`src/rtl/cmd_uart_tx_pkg.sv`:
```
// Shared definitions for the command UART transmitter.
//   - tx_state_t : frame state encoding (IDLE, START, DATA, STOP)
//   - CMD_W      : width of the motion command field
//   - CMD_LSB / PWR_BIT : position of the command nibble and power flag in the byte
//   - DEFAULT_*  : default bit period and refresh interval (100 MHz clock, 9600 baud, 10 ms)
//   - make_byte  : builds the byte to transmit from the live command and power inputs
package cmd_uart_tx_pkg;

    typedef enum logic [1:0] {
        IDLE  = 2'd0,
        START = 2'd1,
        DATA  = 2'd2,
        STOP  = 2'd3
    } tx_state_t;

    localparam int CMD_W   = 4;
    localparam int CMD_LSB = 0;
    localparam int PWR_BIT = 4;

    localparam int DEFAULT_CLKS_PER_BIT   = 10417;
    localparam int DEFAULT_REFRESH_CYCLES = 1_000_000;

    // A powered-off car must not see a motion command, so the nibble is
    // forced to zero whenever the power flag is set.
    function automatic logic [7:0] make_byte(input logic [CMD_W-1:0] cmd,
                                             input logic             power_now);
        logic [7:0] b;
        b = 8'h00;
        b[PWR_BIT] = power_now;
        if (!power_now) begin
            b[CMD_LSB +: CMD_W] = cmd;
        end
        return b;
    endfunction

endpackage

```
`src/rtl/cmd_uart_tx_if.sv`:
```
// Command/serial bundle of the command UART transmitter.
//   cmd       : motion command {right, left, backward, forward}
//   power_now : 1 = car powered off, 0 = powered on
//   tx        : UART serial line, idle high
//   tx_busy   : high while a frame is on the line
//   tx_done   : one-cycle pulse on the last cycle of a stop bit
// master drives the command side, slave is the transmitter.
interface cmd_uart_tx_if;
    import cmd_uart_tx_pkg::*;

    logic [CMD_W-1:0] cmd;
    logic             power_now;
    logic             tx;
    logic             tx_busy;
    logic             tx_done;

    modport master (
        output cmd,
        output power_now,
        input  tx,
        input  tx_busy,
        input  tx_done
    );

    modport slave (
        input  cmd,
        input  power_now,
        output tx,
        output tx_busy,
        output tx_done
    );

endinterface

```
`src/rtl/cmd_tx_baud.sv`:
```
// Bit-period timer for the command UART transmitter.
//   clk      : system clock
//   rst      : asynchronous active-low reset
//   en       : count while a frame is in progress
//   restart  : realign the bit period to the start of a new frame
//   bit_tick : one-cycle pulse on the last cycle of every bit period
module cmd_tx_baud
    import cmd_uart_tx_pkg::*;
#(
    parameter int CLKS_PER_BIT = DEFAULT_CLKS_PER_BIT
) (
    input  logic clk,
    input  logic rst,
    input  logic en,
    input  logic restart,
    output logic bit_tick
);

    localparam int            CW   = (CLKS_PER_BIT > 1) ? $clog2(CLKS_PER_BIT) : 1;
    localparam logic [CW-1:0] LAST = CW'(CLKS_PER_BIT - 1);

    logic [CW-1:0] count_reg;

    always_ff @(posedge clk or negedge rst) begin
        if (!rst) begin
            count_reg <= '0;
        end else if (restart) begin
            count_reg <= '0;
        end else if (en) begin
            count_reg <= (count_reg == LAST) ? '0 : count_reg + 1'b1;
        end
    end

    // Decoded from a register, so the tick is glitch-free for the FSM.
    assign bit_tick = en && (count_reg == LAST);

endmodule

```
`src/rtl/cmd_uart_tx.sv`:
```
// Command UART transmitter: sends {3'b000, power_now, cmd} as 8N1 frames
// whenever the byte changes, after reset, and at least once per refresh
// interval while the inputs are constant.
//   clk : system clock
//   rst : asynchronous active-low reset (aborts any frame, tx forced high)
//   bus : cmd_uart_tx_if.slave (cmd, power_now in; tx, tx_busy, tx_done out)
// Parameters: CLKS_PER_BIT (clocks per bit), REFRESH_CYCLES (max idle gap).
module cmd_uart_tx
    import cmd_uart_tx_pkg::*;
#(
    parameter int CLKS_PER_BIT   = DEFAULT_CLKS_PER_BIT,
    parameter int REFRESH_CYCLES = DEFAULT_REFRESH_CYCLES
) (
    input  logic          clk,
    input  logic          rst,
    cmd_uart_tx_if.slave  bus
);

    localparam int            RW          = (REFRESH_CYCLES > 1) ? $clog2(REFRESH_CYCLES) : 1;
    localparam logic [RW-1:0] REFRESH_MAX = RW'(REFRESH_CYCLES - 1);

    tx_state_t     state_reg;
    logic [2:0]    bit_cnt_reg;
    logic [RW-1:0] refresh_cnt_reg;
    logic [7:0]    last_sent_reg;
    logic [7:0]    shift_reg;
    logic          pending_reg;
    logic          tx_reg;
    logic          busy_reg;
    logic          done_reg;

    logic [7:0]    candidate;
    logic          refresh_expired;
    logic          start_frame;
    logic          bit_tick;

    assign candidate       = make_byte(bus.cmd, bus.power_now);
    assign refresh_expired = (refresh_cnt_reg == REFRESH_MAX);
    // Change, pending and refresh all fold into one start condition, so
    // coincident triggers can only ever launch a single frame.
    assign start_frame     = (state_reg == IDLE) &&
                             ((candidate != last_sent_reg) || pending_reg || refresh_expired);

    cmd_tx_baud #(
        .CLKS_PER_BIT (CLKS_PER_BIT)
    ) u_baud (
        .clk      (clk),
        .rst      (rst),
        .en       (state_reg != IDLE),
        .restart  (start_frame),
        .bit_tick (bit_tick)
    );

    // The line outputs are registered from the current state, so tx, tx_busy
    // and tx_done all trail the state register by exactly one cycle and stay
    // mutually aligned: the START state entered on the trigger edge appears
    // on tx one cycle later.
    always_ff @(posedge clk or negedge rst) begin
        if (!rst) begin
            state_reg       <= IDLE;
            bit_cnt_reg     <= '0;
            refresh_cnt_reg <= '0;
            last_sent_reg   <= 8'h00;
            shift_reg       <= 8'h00;
            pending_reg     <= 1'b1;
            tx_reg          <= 1'b1;
            busy_reg        <= 1'b0;
            done_reg        <= 1'b0;
        end else begin
            tx_reg   <= 1'b1;
            busy_reg <= (state_reg != IDLE);
            done_reg <= 1'b0;

            case (state_reg)
                IDLE: begin
                    if (start_frame) begin
                        shift_reg       <= candidate;
                        last_sent_reg   <= candidate;
                        pending_reg     <= 1'b0;
                        refresh_cnt_reg <= '0;
                        bit_cnt_reg     <= '0;
                        state_reg       <= START;
                    end else if (!refresh_expired) begin
                        refresh_cnt_reg <= refresh_cnt_reg + 1'b1;
                    end
                end

                START: begin
                    tx_reg <= 1'b0;
                    if (bit_tick) begin
                        state_reg <= DATA;
                    end
                end

                DATA: begin
                    tx_reg <= shift_reg[0];
                    if (bit_tick) begin
                        shift_reg   <= {1'b0, shift_reg[7:1]};
                        bit_cnt_reg <= bit_cnt_reg + 3'd1;
                        if (bit_cnt_reg == 3'd7) begin
                            state_reg <= STOP;
                        end
                    end
                end

                STOP: begin
                    tx_reg <= 1'b1;
                    if (bit_tick) begin
                        // Lands on the final stop-bit cycle of tx.
                        done_reg  <= 1'b1;
                        state_reg <= IDLE;
                    end
                end

                default: begin
                    tx_reg    <= 1'b1;
                    state_reg <= IDLE;
                end
            endcase
        end
    end

    assign bus.tx      = tx_reg;
    assign bus.tx_busy = busy_reg;
    assign bus.tx_done = done_reg;

endmodule

```
`src/flat_wrapper.sv`:
```
// flat-port wrapper written by rule: the top's interface ports become plain ports
module cmd_uart_tx_flat import cmd_uart_tx_pkg::*;
#(
    parameter int CLKS_PER_BIT   = DEFAULT_CLKS_PER_BIT,
    parameter int REFRESH_CYCLES = DEFAULT_REFRESH_CYCLES
)
  (clk, rst, bus_cmd, bus_power_now, bus_tx, bus_tx_busy, bus_tx_done);
  cmd_uart_tx_if bus_i ();
  input  logic clk;
  input  logic rst;
  input wire logic [$bits(bus_i.cmd)-1:0] bus_cmd;
  input wire logic [$bits(bus_i.power_now)-1:0] bus_power_now;
  output wire logic [$bits(bus_i.tx)-1:0] bus_tx;
  output wire logic [$bits(bus_i.tx_busy)-1:0] bus_tx_busy;
  output wire logic [$bits(bus_i.tx_done)-1:0] bus_tx_done;
  assign bus_i.cmd = bus_cmd;
  assign bus_i.power_now = bus_power_now;
  assign bus_tx = bus_i.tx;
  assign bus_tx_busy = bus_i.tx_busy;
  assign bus_tx_done = bus_i.tx_done;
  cmd_uart_tx #(.CLKS_PER_BIT(CLKS_PER_BIT), .REFRESH_CYCLES(REFRESH_CYCLES)) u_core (.clk(clk), .rst(rst), .bus(bus_i));
endmodule
```
`config.mk`:
```
export PLATFORM = sky130hd
export DESIGN_NAME = cmd_uart_tx_flat
export DESIGN_NICKNAME = d
export VERILOG_FILES = /design/src/rtl/cmd_uart_tx_pkg.sv /design/src/rtl/cmd_uart_tx_if.sv /design/src/rtl/cmd_tx_baud.sv /design/src/rtl/cmd_uart_tx.sv /design/src/flat_wrapper.sv
export SDC_FILE = /design/constraint.sdc
export NUM_CORES = 1
export LEC_CHECK = 0
export ABC_AREA = 1
export BUFFER_PORTS_ARGS = -buffer_cell sky130_fd_sc_hd__buf_2
export CORE_ASPECT_RATIO = 0.6
export CORE_UTILIZATION = 62
export CTS_CLUSTER_SIZE = 28
export DETAILED_ROUTE_END_ITERATION = 6
export PLACE_DENSITY = 0.87
export SLEW_MARGIN = 25
export SYNTH_ARGS = -nofsm -noshare
export SYNTH_HDL_FRONTEND = slang
export SYNTH_SLANG_ARGS = --single-unit
export TNS_END_PERCENT = 100
```
`constraint.sdc`:
```
create_clock -name clk -period 2 [get_ports clk]
set_input_delay 0.2 -clock clk [delete_from_list [all_inputs] [get_ports clk]]
set_output_delay 0.2 -clock clk [all_outputs]
set_load 0.01 [all_outputs]
```
* Word-level counts from Yosys, hierarchy flattened
Cells that the tools add are included.
** Operators by class
- $add $sub $neg :: 3
- Reduce and logical (&&, ||, !) cells :: 12
- Equality and inequality tests :: 13
- Multiplexer cells :: 21
** Operators with widths (number)
- $mux 14 :: 3
- $mux 20 :: 2
- $add 20x1->20 const B :: 1
- $eq 20x20->1 const B :: 1
- $mux 8 :: 2
- $pmux 8 s2 :: 1
- $add 14x1->14 const B :: 1
- $eq 14x14->1 const B :: 1
- $mux 2 :: 5
- $ne 2x1->1 const B :: 5
- $pmux 2 s4 :: 1
- $mux 3 :: 2
- $pmux 3 s2 :: 1
- $reduce_bool 2->1 :: 3
- $ne 5x5->1 :: 1
- $reduce_and 5->1 :: 1
- $eq 2x2->1 const B :: 2
- $mux 4 :: 1
- $reduce_and 2->1 :: 2
- $add 3x1->3 const B :: 1
- $eq 3x3->1 const B :: 1
- $reduce_and 3->1 :: 1
- $eq 2x1->1 const B :: 1
- $logic_and 1x1->1 :: 2
- other kinds (5) :: 7
** Storage, ports and cells
- Register bits :: 56
- Input bits :: 7
- Logic and storage cells :: 59

* Depth between registers and ports, before layout
Gate-level depths: netlist of run 1.
- Depth in word-level cells :: 7
- Gate-level depth with buffers :: 11

* Modules after synthesis
Synthesis of run 1 repeated with hierarchy kept, for this count alone.
** Unflattened totals
- Cell total of the unflattened synthesis :: 461
- Area total of the unflattened synthesis :: 3280.6 µm²
** By module, submodules not included
- cmd_uart_tx :: times used 1, area an instance 2334.7 µm², cells an instance 320
- cmd_tx_baud :: times used 1, area an instance 945.9 µm², cells an instance 141

* Worst setup path before layout of run 1
OpenSTA, ideal clock, no wires.
- Kind :: register to register
- From :: register u_core.state_reg[0]
- To :: register u_core.refresh_cnt_reg[14]
- Cell stages (with the launch flop) :: 11
- Arrival time :: 1530 ps
- Required time :: 1881 ps
- Slack :: 351 ps
- Library setup time :: 119 ps
- Path through :: dfrtp_1 > inv_1 > ha_1 > inv_4 > nor2_4 > nand2_2 > nor2_2 > nand3_2 > nor2_2 > xnor2_1 > nor2_2
** On the way
- Cells in the longest elaborated chain, start to end :: 4
** RTL lines
- start, declared :: line cmd_uart_tx.sv:22 : tx_state_t state_reg;
- start signal, assigned :: line cmd_uart_tx.sv:60 : state_reg <= IDLE;
- start signal, assigned :: line cmd_uart_tx.sv:82 : state_reg <= START;
- start signal, assigned :: line cmd_uart_tx.sv:91 : state_reg <= DATA;
- $logic_not 2->1 * :: line cmd_uart_tx.sv:41, cmd_uart_tx.sv:74
- $logic_and 1x1->1 :: line cmd_uart_tx.sv:41 : assign start_frame = (state_reg == IDLE) &&
- $ne 2x2->1 (no line)
- $reduce_and 2->1 (no line)
- end signal, assigned :: line cmd_uart_tx.sv:84 : refresh_cnt_reg <= refresh_cnt_reg + 1'b1;
- end, declared :: line cmd_uart_tx.sv:24 : logic [RW-1:0] refresh_cnt_reg;
Every way passes the cells marked *; elsewhere a longest branch is shown, timed or not.
A chain may end at the register's enable or synchronous reset.

* Worst setup path after layout of run 1
Ends and elaborated chain as after synthesis.

==> run metrics, run 1 <==
I/O pin count 10; commonest non-fill, non-tap cell in the layout nand2_1; hold-fix buffer count after cts 1; Total Routed Length 6120 um; fin crit share 0.895; Pins Over Slew Limit 0; crit path max-delay cell type dfrtp_1; placed cell area roughly 0.0031 sq mm; RSZ-0062 raised after global routing no; share of post-route cells with drive strength above 1 0.104; WHS 0.216 ns; Placed Cells 444; CP Capture Type register; critical path class reg2reg; Initial Utilization 0.675; area grow syn2layout 9.70%; Sw Pwr between 0.3 and 0.4 mW; Yosys top cell area share 0.440; Final Total Pwr 1.91 mW; Int Pwr roughly 1.5 mW; CTS tree yes; # clock sinks between 50 and 60; setup TNS 0 ns; initial antenna violation count 0; Max-Cap Viols 0; non-filler instance count after layout 453; vias per cell 5.68; post-CTS sizing 0; maximum vdd drop 521 uV; drt pass-1 iters 5; latest clock arrival within the worst-skew pair between 0.3 and 0.4 ns; first-pass GRT wire length 10100 um; clock share of power 0.396; Most Frequent Cell on Critical Path nor2_2; Pwr Density 600 mW/mm^2; Setup WS pre-CTS 0.240 ns; worst-margin pin slew roughly 0.5 ns; #FFs+latches synth 53; register share of total power 0.569; Hold Crit Class in2reg; fmax 559 MHz; vias in the first global route 2183; top cell type by total area after synthesis dfrtp_1; Final Hold Viols 0; grt ovf 0; status complete, no violations; max reg flops 20; clk buf depth 2; root buffer cell clkbuf_8; Port Buffers 9; worst setup margin 0.211 ns; cell area after layout 0.00318 sq mm; Post-CTS Setup Bufs 0; leakage 1.53 nW; syn_area_per_cell 7.78 sq um; total die area 0.00497 sq mm; yosys warns 0; nets 408; via count 2571; Netlist cell types 32; Slew HR 0.667; TritonCTS buffer count 5; met2 wire len ~2600 um; critical-path cell list inv_1 > ha_1 > inv_4 > nor2_4 > nand2_2 > nor2_2 > nand3_2 > nor2_2 > xnor2_1 > nor2_2; wire per inst 13.5 um; Logic pwr share 0.034; cells on worst reg2reg path 10; hold path depth 3; met1 WL 2920 um; data arrival time of the worst path 1.99 ns; post-route antenna net violation count 0; Detail Placement HPWL 4520 um; synth top area cells dfrtp_1 (44%), nand2_1 (12%), inv_1 (6.2%); antenna diode instance count 0; row count 18; critical path's largest stage delay 0.43 ns; H-tree depth 2; Req. time, crit path ~2.2 ns; GP Congestion about 0.85; 1st-iter DRT viols approximately 230; Synth Instances between 300 and 400; most frequent cells in the layout nand2_1 (89), dfrtp_1 (51), inv_1 (48); Worst Skew 0.00284 ns; largest net degree at the start of global routing 34; Mapped Area 0.00290 sq mm; top routing layer in use met4; Critical Path Start Type register; Die Y roughly 55 um; met3 routed WL 495 um; post-synthesis sequential area ratio 0.458; Total GRT Usage 0.268; final setup vio count 0; Switching Share 0.209; Core Region ~0.0043 sq mm; Worst-path clk slew roughly 0.09 ns; Chip Width approximately 90 um; Core Util, Final 0.740; Worst Path Max Fanout 8; Mapped Nets approximately 390; filler cell count between 300 and 400; Final Critical Period 1.79 ns; drt drc 0
[cell type report]
cell class	instances	area, sq um	share of cell area
Inverter	51	194	0.0609
Clock buffer	7	86.3	0.0271
Sequential cell	53	1330	0.417
Multi-Input combinational cell	263	1340	0.421
Timing Repair Buffer	18	128	0.0401
Tap cell	60	75.1	0.0236
Clock inverter	1	30.0	0.00943
[worst paths after layout]
path                       slack (ns)                                     end                            start
hold / removal                   0.22     u_core.last_sent_reg[0]$_DFFE_PN0P_                       bus_cmd[0]
hold reg to reg                  0.46          u_core.pending_reg$_DFFE_PN1P_   u_core.pending_reg$_DFFE_PN1P_
min in group asynchronous        0.38  u_core.u_baud.count_reg[5]$_DFFE_PN0N_                              rst
setup / recovery                 0.21  u_core.refresh_cnt_reg[14]$_DFFE_PN0P_  u_core.state_reg[0]$_DFFE_PN0P_
setup reg to reg                 0.21  u_core.refresh_cnt_reg[14]$_DFFE_PN0P_  u_core.state_reg[0]$_DFFE_PN0P_
max in group asynchronous        1.01          u_core.pending_reg$_DFFE_PN1P_                              rst
[cell families (layout without fill, tap and decap cells)]
kind of cell / after synthesis / in the layout / synth area share
adders and majority gates: 9 / 9 / 0.0388
DFF: 53 / 53 / 0.458
and+or+nand+nor: 200 / 200 / 0.305
xor gates and xnor gates: 15 / 15 / 0.0453
buffers and inverters: 57 / 77 / 0.0798
AOI/OAI and AO/OA: 39 / 39 / 0.0729
[synthesized netlist by cell type, drive strengths merged]
cell and count:
nor3 14, nand4 15, nor2 50, dfrtp 51, a21oi 5, ha 9, o211ai 1, o22ai 5
inv 51, and3 1, buf 5, xnor2 4, nand3 27, clkbuf 1, o32ai 1, nand2 91
dfstp 2, nand3b 1, o21ai 26, a31o 1, or2 1, xor2 11
[layer usage]
metal / vias up / GRT usage
met2: 117 / 0.406
met5: - / 0
met3: 11 / 0.0615
met4: 0 / 0.0753
met1: 1203 / 0.390
li1: 1240 / -
[worst max-delay path, delay by kind of cell (launching register included)]
kind | cells | cell delay (ns)
buf+inv | 2 | 0.20
flops | 1 | 0.43
fa+ha+maj | 1 | 0.29
simple gates | 6 | 0.62
xor+xnor | 1 | 0.13
[power groups by stage]
| stage | clock network (mW) | registers (mW) | logic, mW |
|---|---|---|---|
| 3_3_place_gp | 0 | 1.11 | 0.0644 |
| 2_1_floorplan | 0 | 1.11 | 0.0273 |
| 3_5_place_dp | 0 | 1.11 | 0.0669 |
| 5_1_grt | 0.812 | 1.09 | 0.0764 |
| 6_report | 0.758 | 1.09 | 0.0658 |
| 4_1_cts | 0.778 | 1.09 | 0.0682 |
Note: power is estimated with default switching activity, not from simulation.
==> run 2: changes to the inputs <==
--- a/config.mk
+++ b/config.mk
@@ -8,10 +8,10 @@
 export ABC_AREA = 1
 export BUFFER_PORTS_ARGS = -buffer_cell sky130_fd_sc_hd__buf_2
 export CORE_ASPECT_RATIO = 0.6
-export CORE_UTILIZATION = 62
+export CORE_UTILIZATION = 60
 export CTS_CLUSTER_SIZE = 28
 export DETAILED_ROUTE_END_ITERATION = 6
-export PLACE_DENSITY = 0.87
+export PLACE_DENSITY = 0.84
 export SLEW_MARGIN = 25
 export SYNTH_ARGS = -nofsm -noshare
 export SYNTH_HDL_FRONTEND = slang
==> run metrics, run 2 (synthesized netlist as in run 1, its figures left out) <==
status complete, no violations; worst reg2reg endpoint u_core.refresh_cnt_reg[18]$_DFFE_PN0P_; min-delay src bus_cmd[1]; register share of total power 0.610; via count 2440; Worst Skew 0.0122 ns; drt drc 0; leakage between 1.5 and 2 nW; GP Congestion slightly above 0.9; Sw Pwr 0.428 mW; hold path depth 3; latest clock arrival within the worst-skew pair 0.31 ns; worst-margin pin slew 0.453 ns; 1st-iter DRT viols 227; CTS tree yes; Total Routed Length 5910 um; fmax between 500 and 600 MHz; cells on worst reg2reg path 9; RSZ-0062 raised after global routing no; Slew HR 0.698; wire per inst 12.9 um; total die area 0.00513 sq mm; drt pass-1 iters 4; share of post-route cells with drive strength above 1 0.111; I/O pin count 10; Int Pwr approximately 1.4 mW; antenna diode instance count 0; final setup vio count 0; most frequent cells in the layout nand2_1 (89), dfrtp_1 (51), inv_1 (48); Reg-to-Reg Start u_core.state_reg[0]$_DFFE_PN0P_; max reg flops 20; vias per cell 5.33; maximum vdd drop roughly 330 uV; WHS Endpoint u_core.last_sent_reg[1]$_DFFE_PN0P_; Core Region 0.00461 sq mm; H-tree depth 2; Switching Share 0.240; TritonCTS buffer count 5; Initial Utilization 0.629; # clock sinks 53; Pins Over Slew Limit 0; CP Capture Type register; Worst-path clk slew 0.10 ns; Total GRT Usage 0.253; row count 19; area grow syn2layout 9.14%; Detail Placement HPWL about 4400 um; clock share of power 0.354; nets 410; Critical Path Start Type register; Final Hold Viols 0; Pwr Density 563 mW/mm^2; clk buf depth 2; setup TNS 0 ns; critical path class reg2reg; Hold Crit Class in2reg; hold-fix buffer count after cts 1; Die Y around 56 um; largest net degree at the start of global routing 21; Worst Path Max Fanout 4; FF-to-FF setup slack between 0.15 and 0.2 ns; first-pass GRT wire length a little over 10000 um; Logic pwr share 0.036; Core Util, Final 0.687; Post-CTS Setup Bufs 0; Req. time, crit path 2.19 ns; post-route antenna net violation count 0; root buffer cell clkbuf_8; vias in the first global route 2187; initial antenna violation count 0; fin crit share 0.900; Chip Width 91.8 um; data arrival time of the worst path 1.99 ns; grt ovf 0; Max-Cap Viols 0; Port Buffers 9; Final Critical Period roughly 1.8 ns; commonest non-fill, non-tap cell in the layout nand2_1; post-CTS sizing 0
==> run 2: changes by cell type in the layout (fill, tap and decap cells not counted), sizes merged <==
cell and change:
buf +2, clkbuf -2, bufinv -1, clkinv +1
clkinvlp +1, inv +1
==> run 2: worst max-delay path by stage <==
stage,to,slack [ns],from,depth (start not counted)
after floorplan,u_core.refresh_cnt_reg[14]$_DFFE_PN0P_,0.35,u_core.state_reg[0]$_DFFE_PN0P_,10
after global placement,u_core.shift_reg[4]$_DFFE_PN0P_,0.29,u_core.refresh_cnt_reg[1]$_DFFE_PN0P_,8
after detailed placement,u_core.refresh_cnt_reg[18]$_DFFE_PN0P_,0.24,u_core.state_reg[0]$_DFFE_PN0P_,9
after CTS,u_core.refresh_cnt_reg[18]$_DFFE_PN0P_,0.21,u_core.state_reg[0]$_DFFE_PN0P_,9
after global routing,u_core.refresh_cnt_reg[18]$_DFFE_PN0P_,0.04,u_core.state_reg[0]$_DFFE_PN0P_,9
final,u_core.refresh_cnt_reg[18]$_DFFE_PN0P_,0.20,u_core.state_reg[0]$_DFFE_PN0P_,9
==> run 2: cell type report <==
type	instances	area, sq um
Timing Repair Buffer	20	130
Inverter	51	194
Fill cell	378	1450
Clock inverter	3	25.0
Multi-Input combinational cell	263	1340
Sequential cell	53	1330
Tap cell	63	78.8
Clock buffer	5	68.8
==> run 2: metal layers <==
layer / part of all wire / global-route usage / wire, um
met5: 0 / 0 / 0
met4: 0.0052 / 0.0491 / 31
met3: 0.084 / 0.0533 / 497
met2: 0.41 / 0.363 / 2400
met1: 0.50 / 0.398 / 2980
==> run 2: power by group through the flow <==
stage	Sequential [mW]	Clock, mW	Combinational (mW)
after floorplan	1.11	0	0.0273
after global placement	1.11	0	0.0629
after detailed placement	1.11	0	0.0651
after CTS	1.09	0.648	0.0665
after global routing	1.09	0.681	0.0757
final	1.09	0.631	0.0650
==> run 2: metrics by stage <==
step                power (mW)  hold WS, ns  instance area (sq um)  setup WS (ns)  std cells
finish                    1.78        0.229                   3170          0.199        458
global route              1.85        0.246                   3170         0.0430        458
CTS                       1.80        0.221                   3170          0.209        458
detailed placement        1.17        0.167                   3060          0.245        449
global placement          1.17        0.164                   3060          0.287        449
floorplan                 1.13      -0.0956                   2900          0.351        373
==> run 2: worst max-delay path: stages (launching register included) <==
cell     delay (ns)
dfrtp_1        0.42
inv_1          0.10
ha_1           0.28
buf_4          0.17
nand2_1        0.07
nor2_1         0.09
nand4_1        0.18
nor2_1         0.16
xor2_1         0.16
nor2_1         0.06
==> run 3: changes to the inputs <==
--- a/config.mk
+++ b/config.mk
@@ -5,13 +5,12 @@
 export SDC_FILE = /design/constraint.sdc
 export NUM_CORES = 1
 export LEC_CHECK = 0
-export ABC_AREA = 1
 export BUFFER_PORTS_ARGS = -buffer_cell sky130_fd_sc_hd__buf_2
 export CORE_ASPECT_RATIO = 0.6
 export CORE_UTILIZATION = 60
 export CTS_CLUSTER_SIZE = 28
 export DETAILED_ROUTE_END_ITERATION = 6
-export PLACE_DENSITY = 0.84
+export PLACE_DENSITY_LB_ADDON = 0.3
 export SLEW_MARGIN = 25
 export SYNTH_ARGS = -nofsm -noshare
 export SYNTH_HDL_FRONTEND = slang
==> constraint.sdc (replaced) <==
create_clock -name clk -period 2 [get_ports clk]
set_input_delay 0.4 -clock clk [delete_from_list [all_inputs] [get_ports clk]]
set_output_delay 0.4 -clock clk [all_outputs]
set_load 0.01 [all_outputs]
==> run metrics, run 3 <==
wire per inst 18.8 um; Mapped Area 0.00328 sq mm; syn_area_per_cell roughly 10 sq um; Netlist cell types between 70 and 80; latest clock arrival within the worst-skew pair 0.31 ns; Pwr Density 467 mW/mm^2; drt pass-1 iters 5; most frequent cells in the layout buf_4 (57), dfrtp_1 (50), nor2_1 (26); Hold Crit Class in2async; filler cell count ~330; Logic pwr share 0.067; total die area 0.00577 sq mm; fmax 513 MHz; xor and xnor fraction of the mapped netlist area 0.0531; Initial Utilization 0.635; Sw Pwr 0.428 mW; Slew HR 0.751; Chip Width around 97 um; clock share of power 0.355; # clock sinks 53; status complete, no violations; Total GRT Usage 0.298; via count 2943; worst setup path start u_core.u_baud.count_reg[0]$_DFFE_PN0N_; final setup vio count 0; grt ovf 0; drt drc 0; Synth Area in Simple Gates 0.269; H-tree depth 2; Final Hold Viols 0; Int Pwr between 1 and 1.5 mW; hold-fix buffer count after cts 0; Die Y roughly 59 um; Switching Share 0.229; worst-margin pin slew about 0.37 ns; data arrival time of the worst path 2.20 ns; vias in the first global route 2566; first-pass GRT wire length about 13000 um; Core Region between 0.005 and 0.006 sq mm; nets 408; yosys warns 0; row count 20; Post-synth EDFFs 0; TritonCTS buffer count 5; Reg-to-Reg Start u_core.u_baud.count_reg[0]$_DFFE_PN0N_; post-route antenna net violation count 0; async set-or-reset flop fraction in the synthesized netlist 1.00; antenna diode instance count 0; GP Congestion 0.854; worst reg2reg endpoint u_core.u_baud.count_reg[9]$_DFFE_PN0N_; critical path class reg2reg; Port Buffers 9; WHS just under 0.07 ns; top-count cell post-synth dfrtp_1; vias per cell approximately 6.4; Pins Over Slew Limit 0; 1st-iter DRT viols 285; area grow syn2layout 22.5%; share of post-route cells with drive strength above 1 0.338; Worst Skew 0.00454 ns; Critical Path Start Type register; Total Routed Length about 8600 um; CTS tree yes; cells on worst reg2reg path 8; Post-Synth Adder-Cell Area 0.0344; post-synthesis sequential area ratio 0.406; Mapped Nets 342; main combinational cell family by area after synthesis simple AND/OR/NAND/NOR gates; Synth Area in Compound Gates 0.166; FF-to-FF setup slack 0.05 ns; Detail Placement HPWL ~6000 um; leakage 1.81 nW; CP Capture Type register; I/O pin count 10; Worst Path Max Fanout 4; RSZ-0062 raised after global routing yes; register share of total power 0.578; Max-Cap Viols 0; synth top area cells dfrtp_1 (39%), ha_1 (3.4%), nand3_1 (3.1%); Req. time, crit path 2.25 ns; maximum vdd drop around 370 uV; max reg flops 20; #FFs+latches synth 53; clk buf depth 2; initial antenna violation count 0; Final Critical Period 1.95 ns; Placed Cells about 450; top cell type by total area after synthesis dfrtp_1; mux contribution to synthesized area 0.0344; largest net degree at the start of global routing 54; Synth Instances 326; Synth top cells by count dfrtp_1 (51), nor2_1 (26), nand2_1 (25), nand3_1 (20), inv_1 (15); ys flop type dfrtp_1; fin crit share 0.974; non-filler instance count after layout 459; Yosys top cell area share 0.390; root buffer cell clkbuf_8; commonest non-fill, non-tap cell in the layout buf_4; Worst-path clk slew ~0.09 ns
==> run 3: cell types whose count changed after synthesis, moves of 5 or more <==
cell / before / now
o21ai_0: 23 / 8
nor2_1: 45 / 26
mux2_2: 0 / 6
nand3_1: 25 / 20
nor3_1: 13 / 6
a31oi_1: 0 / 5
nand2b_1: 0 / 6
and3_1: 1 / 6
nand2_1: 89 / 25
inv_1: 48 / 15
o2bb2ai_1: 0 / 5
nor2b_1: 0 / 5
==> run 3: logic make-up (layout without fill, tap and decap cells) <==
kind of cell    count (synthesis)  in the layout
xor+xnor                       19             19
flops                          53             53
fa+ha+maj                       9              9
buf+inv                        25             92
simple gates                  143            143
compound gates                 67             67
mux                            10             10
==> run 3: worst max-delay path: stages, from the launching register on <==
cell and delay [ns]:
dfrtp_1 0.40, inv_2 0.08, ha_4 0.17, and4b_1 0.22, nand4_1 0.18, buf_4 0.16
or4b_4 0.45, o21ai_2 0.14, a21o_1 0.09
==> run 3: stage by stage <==
stage | area (sq um) | utilization | setup WS, ns | total power [mW] | setup TNS (ns)
2_1_floorplan | 3280 | - | 0.107 | 1.16 | 0
3_3_place_gp | 3760 | 0.729 | -0.106 | 1.22 | -0.402
3_5_place_dp | 3760 | 0.729 | -0.253 | 1.22 | -2.03
4_1_cts | 3880 | 0.752 | 0.00883 | 1.88 | 0
5_1_grt | 4010 | 0.778 | -0.0450 | 1.93 | -0.0975
6_report | 4010 | 0.778 | 0.0512 | 1.87 | 0
==> run 3: final cells by class <==
type                    count  area (sq um)  area share
multi-input cells         248          1930       0.480
flip-flops and latches     53          1330       0.332
repair buffers             69           515       0.129
clock buffers               7          96.3      0.0240
well taps                  66          82.6      0.0206
inverters                  15          56.3      0.0140
clock inverters             1          5.00     0.00125
==> run 3: worst max-delay path by stage <==
stage / endpoint / slack, ns / depth (start not counted)
after global routing: u_core.refresh_cnt_reg[15]$_DFFE_PN0P_ / -0.04 / 8
after detailed placement: u_core.shift_reg[2]$_DFFE_PN0P_ / -0.25 / 9
after global placement: u_core.shift_reg[0]$_DFFE_PN0P_ / -0.11 / 9
after CTS: u_core.shift_reg[2]$_DFFE_PN0P_ / 0.009 / 9
final: u_core.u_baud.count_reg[9]$_DFFE_PN0N_ / 0.05 / 8
after floorplan: u_core.last_sent_reg[3]$_DFFE_PN0P_ / 0.11 / 7
==> run 3: power by group through the flow <==
stage	combinational [mW]	clock [mW]	sequential [mW]
2_1_floorplan	0.0618	0	1.10
3_3_place_gp	0.117	0	1.10
3_5_place_dp	0.121	0	1.10
4_1_cts	0.121	0.673	1.08
5_1_grt	0.136	0.708	1.08
6_report	0.126	0.665	1.08
==> run 3: what timing repair did <==
| action | in CTS | in global routing |
|---|---|---|
| pin swaps | 0 | 10 |
| cloned | 0 | 0 |
| buffers inserted | 0 | 5 |
| endpoints found under the setup margin | 27 | 36 |
| gates resized for setup | 4 | 26 |
==> run 3: routing by layer <==
layer / vias to the layer above / GRT usage / share of wire
li1: 1350 / - / -
met1: 1427 / 0.477 / 0.48
met2: 140 / 0.422 / 0.42
met3: 26 / 0.0472 / 0.079
met4: 0 / 0.0651 / 0.023
met5: - / 0 / 0
